--- src/rtl/mood_step_ctrl.sv ---
// Button/switch conditioning and step scheduler in front of the RGB mode selector.
// Merges manual presses with an auto-demo ticker into one-cycle pb_up/pb_down pulses plus a channel mask.
//
//   state    | meaning
//   ---------+-----------------------------------------------------------
//   S_MANUAL | steps come only from the up/down buttons, mask follows switches
//   S_AUTO   | period counter ticks pb_up with a rotating one-hot mask
module mood_step_ctrl #(
  parameter int DEB_CYCLES  = 500000,
  parameter int AUTO_PERIOD = 50000000,
  parameter int CNT_W       = 26
) (
  input  logic clk,
  input  logic rst_n,
  input  logic btn_up_raw,
  input  logic btn_down_raw,
  input  logic btn_auto_raw,
  input  logic sw_r_raw,
  input  logic sw_g_raw,
  input  logic sw_b_raw,
  output logic pb_up,
  output logic pb_down,
  output logic sw_r,
  output logic sw_g,
  output logic sw_b,
  output logic auto_on
);

  localparam logic [CNT_W-1:0] L_DEB      = CNT_W'(DEB_CYCLES);
  localparam logic [CNT_W-1:0] L_PER_LAST = CNT_W'(AUTO_PERIOD - 1);
  localparam logic [CNT_W-1:0] L_ONE      = CNT_W'(1);

  typedef enum logic {
    S_MANUAL = 1'b0,
    S_AUTO   = 1'b1
  } mode_t;

  // bit order: {sw_r, sw_g, sw_b, auto, down, up}
  logic [5:0] r_sync1;
  logic [5:0] r_sync2;
  logic [2:0] w_btn_s;
  logic [2:0] w_sw_s;

  always_ff @(posedge clk or negedge rst_n) begin
    if (!rst_n) begin
      r_sync1 <= '0;
      r_sync2 <= '0;
    end else begin
      r_sync1 <= {sw_r_raw, sw_g_raw, sw_b_raw, btn_auto_raw, btn_down_raw, btn_up_raw};
      r_sync2 <= r_sync1;
    end
  end

  assign w_btn_s = r_sync2[2:0];
  assign w_sw_s  = r_sync2[5:3];

  logic [2:0]       r_stable;
  logic [2:0]       r_stable_d;
  logic [CNT_W-1:0] r_deb_cnt [3];
  logic [2:0]       w_press;

  always_ff @(posedge clk or negedge rst_n) begin
    if (!rst_n) begin
      r_stable   <= '0;
      r_stable_d <= '0;
      for (int i = 0; i < 3; i++) r_deb_cnt[i] <= '0;
    end else begin
      r_stable_d <= r_stable;
      for (int i = 0; i < 3; i++) begin
        if (w_btn_s[i] == r_stable[i]) begin
          r_deb_cnt[i] <= '0;
        end else if (r_deb_cnt[i] == L_DEB) begin
          r_stable[i]  <= ~r_stable[i];
          r_deb_cnt[i] <= '0;
        end else begin
          r_deb_cnt[i] <= r_deb_cnt[i] + L_ONE;
        end
      end
    end
  end

  assign w_press = r_stable & ~r_stable_d;

  mode_t            r_mode;
  logic [CNT_W-1:0] r_per_cnt;
  logic             r_tick;
  logic [2:0]       r_ptr;
  logic             w_up;
  logic             w_dn;
  logic             w_man;
  logic             w_tog;
  logic             w_tick_go;
  logic             w_auto_nx;

  assign w_up      = w_press[0] & ~w_press[1];
  assign w_dn      = w_press[1] & ~w_press[0];
  assign w_man     = w_up | w_dn;
  assign w_tog     = w_press[2];
  assign w_tick_go = r_tick & (r_mode == S_AUTO) & ~w_tog & ~w_man;
  assign w_auto_nx = (r_mode == S_AUTO) ^ w_tog;

  always_ff @(posedge clk or negedge rst_n) begin
    if (!rst_n) begin
      r_mode    <= S_MANUAL;
      r_per_cnt <= '0;
      r_tick    <= 1'b0;
      r_ptr     <= '0;
      pb_up     <= 1'b0;
      pb_down   <= 1'b0;
      sw_r      <= 1'b0;
      sw_g      <= 1'b0;
      sw_b      <= 1'b0;
      auto_on   <= 1'b0;
    end else begin
      pb_up   <= w_up | w_tick_go;
      pb_down <= w_dn;
      auto_on <= w_auto_nx;
      if (w_man)          {sw_r, sw_g, sw_b} <= w_sw_s;
      else if (w_tick_go) {sw_r, sw_g, sw_b} <= r_ptr;
      else if (w_auto_nx) {sw_r, sw_g, sw_b} <= 3'b000;
      else                {sw_r, sw_g, sw_b} <= w_sw_s;
      r_tick <= 1'b0;
      case (r_mode)
        S_MANUAL: begin
          if (w_tog) begin
            r_mode    <= S_AUTO;
            r_ptr     <= 3'b100;
            r_per_cnt <= '0;
          end
        end
        S_AUTO: begin
          if (w_tog) begin
            r_mode    <= S_MANUAL;
            r_per_cnt <= '0;
          end else if (w_man) begin
            // the press cycle itself counts as slot 0 of the new period
            r_per_cnt <= L_ONE;
          end else if (r_per_cnt == L_PER_LAST) begin
            r_per_cnt <= '0;
            r_tick    <= 1'b1;
          end else begin
            r_per_cnt <= r_per_cnt + L_ONE;
          end
          if (w_tick_go) r_ptr <= {r_ptr[0], r_ptr[2:1]};
        end
        default: r_mode <= S_MANUAL;
      endcase
    end
  end

endmodule

--- config.mk ---
export PLATFORM = sky130hd
export DESIGN_NAME = mood_step_ctrl
export DESIGN_NICKNAME = d
export VERILOG_FILES = /design/src/rtl/mood_step_ctrl.sv
export SDC_FILE = /design/constraint.sdc
export NUM_CORES = 1
export LEC_CHECK = 0
export CAP_MARGIN = 20
export CELL_PAD_IN_SITES_DETAIL_PLACEMENT = 1
export CELL_PAD_IN_SITES_GLOBAL_PLACEMENT = 1
export CORE_MARGIN = 3
export CORE_UTILIZATION = 40
export CTS_CLUSTER_DIAMETER = 150
export DETAILED_ROUTE_END_ITERATION = 10
export GPL_TIMING_DRIVEN = 0
export HOLD_SLACK_MARGIN = 0.15
export PLACE_DENSITY_LB_ADDON = 0.15
export SLEW_MARGIN = 20
export SYNTH_ARGS = -nofsm -noshare
export SYNTH_HDL_FRONTEND = slang
export SYNTH_SLANG_ARGS = --single-unit
export TNS_END_PERCENT = 5
--- constraint.sdc ---
create_clock -name clk -period 2.01 [get_ports clk]
set_input_delay 0.201 -clock clk [delete_from_list [all_inputs] [get_ports clk]]
set_output_delay 0.201 -clock clk [all_outputs]
set_load 0.01 [all_outputs]
==> flow_metrics.tcl, run 1 <==
set metrics [dict create \
    status "finished with violations" \
    violations "negative setup slack" \
    cts_buffer_depth 2 \
    arrival_ns 2.40 \
    grt-ovfl-total 0 \
    worst_slack_ns -0.0751 \
    cts-root-buf "clkbuf_16" \
    netlist_instances 666 \
    ys_warn_count 0 \
    ys_ff_latch 132 \
    worst_clock_skew_ns 0.0103 \
    fmax_mhz 480 \
    setup_viol 7 \
    final_design_area_no_fill_sq_um 7870 \
    yosys.area_share.simple_pct 26.7 \
    cp.required_ns 2.32 \
    drive_gt1_share_pct 16.1 \
    antenna_found_initial 0 \
    grt_util_met2_pct 32.4 \
    clk_latency_ns 0.43 \
    cts_tree "yes" \
    ir_worst_vdd_mv 0.609 \
    start_kind "flop" \
    multi_input_area_sq_um 3180 \
    tightestPinTransition_ns 0.598 \
    die_area_sq_um 17600 \
    core_area_sq_um 15400 \
    relSlewSlack_pct 60.1 \
    fin_nets 737 \
    portBuffers 13 \
    ys.flop_type "dfrtp_1" \
    cts.sinks 132 \
    wirelength_um 15800 \
    drcViolationCount 0 \
    die_y_um 133 \
    clk_pin_slew_ns 0.07 \
    hold_slack_ns 0.212 \
    dp_hpwl_um 10500 \
    end_kind "flop" \
    async_flop_share_pct 100 \
    synth_compound_area_share_pct 6.46 \
    top_usage_layer "met2" \
    synth_top_family_by_area "simple AND/OR/NAND/NOR gates" \
    fin_crit_ns 2.09 \
    critPathMaxFanout 7 \
    viasPerCell 5.46 \
    wl_per_cell_um 16.8 \
    met3_usage_pct 4.30 \
    ios 14 \
    slew_violations 0 \
    first_pass_iters 4 \
    ys_seq_area_share_pct 51.5 \
    htreeDepth 4 \
    drtIter0Drc 252 \
    synth_xor_area_share_pct 9.70 \
    num_rows 45 \
    cts_buffers 17 \
    synthMuxAreaShare_pct 0.839 \
    fin_cells 943 \
    grtUsageTotal_pct 19.1 \
    netlist_area_sq_um 6410 \
    diodes 0 \
    rsz0062_at_grt "yes" \
    grt_pass1_vias 5483 \
    synth_edf_count 0 \
    critical_path_class "flop to flop" \
    syn_to_final_growth_pct 22.8 \
    synth_fa_ha_area_share_pct 1.95 \
    post-route-util_pct 51.0 \
    die_x_um 133 \
    place_congestion 0.811 \
    finalHoldViolations 0 \
    grt_max_degree 84 \
    hp-class "input port to flop" \
    syn_nets 684 \
    p_leak_uw 0.00327 \
    synth_cell_types 51 \
    drv_cap 0 \
    grt_pass1_wl_um 27500 \
    ant_nets 0 \
    fillers 1733 \
    synth_area_per_cell_sq_um 9.62 \
    vias 5151 \
    seqCellArea_sq_um 3310 \
    met1_usage_pct 24.7 \
    place_area_sq_um 6850 \
    dp.cells 891 \
    fin_crit_sh_pct 104 \
    initial_core_util_pct 41.5 \
    powerDensity_nw_per_um2 743 \
]
[metal layers]
metal,up-vias,share of wire [%]
met5,-,0
met4,0,0.88
met3,11,2.4
met2,48,50
met1,2656,47
li1,2436,-
[kinds of logic (layout without fill, tap and decap cells)]
group | Yosys count | in the layout
compound gates | 65 | 65
flops | 132 | 132
fa+ha+maj | 10 | 10
simple gates | 338 | 338
xor+xnor | 71 | 71
buf+inv | 45 | 111
mux | 5 | 5
[cell usage in the layout, fill, tap and decap left out, types with 4 or more instances in the layout]
| master | instances |
|---|---|
| a21oi_1 | 8 |
| a21oi_2 | 4 |
| a31oi_1 | 22 |
| a41oi_1 | 4 |
| and2_1 | 8 |
| and3_1 | 17 |
| and4_1 | 6 |
| buf_4 | 17 |
| buf_6 | 8 |
| clkbuf_1 | 6 |
| clkbuf_16 | 17 |
| clkbuf_2 | 4 |
| clkbuf_4 | 4 |
| clkdlybuf4s50_1 | 12 |
| clkinvlp_4 | 6 |
| dfrtp_1 | 123 |
| dfrtp_2 | 9 |
| ha_1 | 9 |
| inv_1 | 24 |
| nand2_1 | 63 |
| nand2b_1 | 4 |
| nand3_1 | 49 |
| nand4_1 | 23 |
| nor2_1 | 96 |
| nor3_1 | 18 |
| nor3_2 | 5 |
| nor4_1 | 9 |
| nor4_4 | 4 |
| nor4b_1 | 4 |
| o21ai_0 | 8 |
| xnor2_1 | 41 |
| xor2_1 | 30 |
[worst paths after layout]
check | start | end | slack [ns] | cells past startpoint
setup / recovery | r_per_cnt[18] | r_per_cnt[24] | -0.08 | 7
hold / removal | btn_up_raw | r_sync1[0] | 0.21 | 1
setup reg to reg | r_per_cnt[18] | r_per_cnt[24] | -0.08 | 7
hold reg to reg | r_sync1[4] | r_sync2[4] | 0.35 | 0
max in group asynchronous | rst_n | r_stable[2] | 1.01 | 3
min in group asynchronous | rst_n | r_deb_cnt[65] | 0.26 | 2
[report_power, final]
group | switching (uW) | internal, uW | total (uW)
Sequential | 26.7 | 2690 | 2710
Clock | 1260 | 1700 | 2960
Combinational | 111 | 60.8 | 172
Total | 1400 | 4450 | 5850
[synth_stat cells, types with 12 or more instances]
library cell	count	share of area, %
dfrtp_1	132	52
nor2_1	97	5.7
nand2_1	63	3.7
nand3_1	52	4.1
xnor2_1	41	5.6
xor2_1	30	4.1
inv_1	24	1.4
nor3_1	24	1.9
nand4_1	23	2.2
a31oi_1	22	2.1
and3_1	17	1.7
clkbuf_1	15	0.88
nor4_1	13	1.3
a21oi_1	12	0.94
[timing repair]
| action | 4_1_cts | 5_1_grt |
|---|---|---|
| buffers inserted | 12 | 7 |
| hold buffers | 1 | 0 |
| endpoints found under the hold margin | 132 | 0 |
| setup endpoints to repair | 96 | 89 |
| pin swaps | 8 | 9 |
| cloned | 1 | 0 |
| resized for setup | 44 | 41 |
[stage by stage]
step                      power, uW  setup slack (ns)  TNS, ns
after floorplan                2820           0.00757        0
after global placement         2910             -4.57  -627.51
after detailed placement       2930            -0.549   -32.90
after CTS                      5920            -0.133    -3.42
after global routing           6080            -0.135    -3.58
final                          5850           -0.0751   -0.272
[state kept, by name (all words and copies together), names as in the netlist]
name / flops
r_tick: 1
r_stable: 3
sw_b: 1
r_sync2: 6
r_stable_d: 3
sw_r: 1
r_ptr: 3
auto_on: 1
pb_up: 1
r_sync1: 6
r_per_cnt: 26
r_deb_cnt: 78
pb_down: 1
sw_g: 1
[worst max-delay path, cell delays in order, from the launching register on]
cell     delay [ns]
dfrtp_2        0.46
or4b_4         0.51
nor4_4         0.23
buf_6          0.17
a21oi_4        0.08
buf_6          0.14
o211a_1        0.12
a221o_1        0.26
[area by class of cell]
class,instances,area share [%]
clock buffer,17,5.40
inverter,25,1.22
multi-input combinational,489,40.3
timing repair buffer,35,4.34
sequential,132,42.1
clock inverter,15,1.70
buffer,19,1.54
tap,211,3.35
Power figures use the tool's default switching activity.
==> run 2: changes to the inputs <==
Settings changed: PLACE_DENSITY_LB_ADDON 0.15 to 0.1.
==> run 2 against run 1 <==
  * The flow still finishes with violations (negative setup slack)
  * Combinational power increased by 6%
  * Clock skew increased by 0.0011 ns
  * Largest power group unchanged
  * Final cell count increased by 0.21%
  * Worst setup slack got worse by 0.062 ns
  * Non-clock buffer count increased by 3
==> flow_metrics.tcl, run 2 (same netlist as run 1, synthesis figures left out) <==
set metrics [dict create \
    status "finished with violations" \
    violations "negative setup slack" \
    final_design_area_no_fill_sq_um 8050 \
    grt_pass1_vias 5410 \
    rsz0062_at_grt "yes" \
    fin_crit_ns 2.15 \
    r2r-end "r_per_cnt[24]" \
    cts_buffer_depth 2 \
    cts-root-buf "clkbuf_16" \
    crit-reg2reg-launch "r_per_cnt[18]" \
    worst_slack_ns -0.137 \
    num_rows 45 \
    drcViolationCount 0 \
    p_seq_share_pct 45.7 \
    fin_crit_sh_pct 107 \
    worst_clock_skew_ns 0.0113 \
    tightestPinTransition_ns 0.695 \
    core_area_sq_um 15400 \
    grtUsageTotal_pct 19.2 \
    die_y_um 133 \
    portBuffers 13 \
    ios 14 \
    sw_frac_of_total_pct 22.6 \
    final_common_cell "dfrtp_1" \
    p_int_uw 4600 \
    reg2reg_depth 7 \
    p_sw_uw 1340 \
    htreeDepth 4 \
    diodes 0 \
    drv_cap 0 \
    drtIter0Drc 229 \
    tns_ns -1.08 \
    p_leak_uw 0.00333 \
    powerDensity_nw_per_um2 738 \
    relSlewSlack_pct 53.5 \
    cts_buffers 17 \
    drive_gt1_share_pct 18.3 \
    grt_pass1_wl_um 27400 \
    fin_nets 740 \
    first_pass_iters 4 \
    critPathMaxFanout 5 \
    setup_viol 22 \
    cts.sinks 132 \
    slew_violations 0 \
    finalHoldViolations 0 \
    power_frac_comb_pct 3.1 \
    r2r_slack_ns -0.14 \
    min_path_cells 1 \
    antenna_found_initial 0 \
    reg.largest.list "r_deb_cnt x78, r_per_cnt x26" \
    initial_core_util_pct 41.5 \
    clk_latency_ns 0.43 \
    place_area_sq_um 6850 \
    start_kind "flop" \
    grt_max_degree 98 \
    die_area_sq_um 17600 \
    p_clk_share_pct 51.2 \
    vias 5119 \
    ir_worst_vdd_mv 0.619 \
    ant_nets 0 \
    fmax_mhz 466 \
    cp.required_ns 2.32 \
    place_congestion 0.831 \
    arrival_ns 2.45 \
    wl_per_cell_um 17.4 \
    hp-class "input port to flop" \
    dp_hpwl_um 10500 \
    hold_path.startpoint "sw_b_raw" \
    syn_to_final_growth_pct 25.5 \
    cts_tree "yes" \
    wirelength_um 16400 \
    clk_pin_slew_ns 0.06 \
    regMostFlops "r_deb_cnt" \
    largest_reg_flops 78 \
    grt-ovfl-total 0 \
    final_cell_mix "dfrtp_1, nor2_1, nand2_1" \
    die_x_um 133 \
    critical_path_class "flop to flop" \
    total_power_uw 5940 \
    viasPerCell 5.42 \
    min_to "r_sync1[3]" \
    end_kind "flop" \
]
## run 2: changes by cell type in the layout (fill, tap and decap cells not counted), sizes merged
cell      delta
clkbuf       -2
clkinvlp     -4
bufinv       +1
buf          +6
inv          -2
clkinv       +3
## run 2: layer usage
metal,part of all wire [%],global-route usage [%]
met1,47,25.7
met2,49,31.1
met3,2.7,4.11
met4,1.6,6.41
met5,0,0
## run 2: critical path, cell delays in order, from the launching register on
cell and delay (ns):
dfrtp_2 0.42, or4b_4 0.55, nor4_4 0.25, buf_4 0.18, a211oi_4 0.06, buf_4 0.14, buf_8 0.13, a221o_1 0.29
## run 2: area by class of cell
| class | count | area (sq um) |
|---|---|---|
| clock inverter | 13 | 135 |
| clock buffer | 18 | 439 |
| timing repair buffer | 39 | 368 |
| tap | 211 | 264 |
| buffer | 18 | 143 |
| sequential | 132 | 3320 |
| inverter | 25 | 98.8 |
| multi-input combinational | 489 | 3280 |
| fill | 1706 | 7380 |
## run 2: what timing repair did
item / 4_1_cts / 5_1_grt
setup endpoints to repair: 96 / 90
resized for setup: 49 / 59
hold endpoints to repair: 132 / 0
setup buffers: 10 / 13
hold buffers: 1 / 0
pin swaps: 15 / 15
cloned: 1 / 0
## run 2: stage by stage
step           hold WS, ns  util, %  instances  worst slack, ns
2_1_floorplan      -0.0946        -        666          0.00757
3_3_place_gp         0.341     44.2        890            -4.66
3_5_place_dp        0.0977     44.4        891           -0.605
4_1_cts              0.187     49.9        933           -0.203
5_1_grt              0.195     52.1        945           -0.181
6_report             0.209     52.1        945           -0.137
## run 2: worst max-delay path by stage
stage | startpoint | endpoint | slack, ns | depth (start not counted)
after global placement | rst_n | r_deb_cnt[33] | -4.66 | 1
after detailed placement | r_per_cnt[0] | r_per_cnt[22] | -0.61 | 6
after floorplan | r_per_cnt[10] | r_per_cnt[24] | 0.008 | 6
final | r_per_cnt[18] | r_per_cnt[24] | -0.14 | 7
after global routing | r_per_cnt[18] | r_per_cnt[24] | -0.18 | 7
after CTS | r_per_cnt[18] | r_per_cnt[24] | -0.20 | 6
## run 2: power groups by stage
stage | logic (uW) | clock network, uW | registers [uW]
after global placement | 156 | 0 | 2760
final | 183 | 3040 | 2710
after global routing | 210 | 3250 | 2720
after CTS | 183 | 3130 | 2710
after detailed placement | 169 | 0 | 2760
after floorplan | 60.8 | 0 | 2760
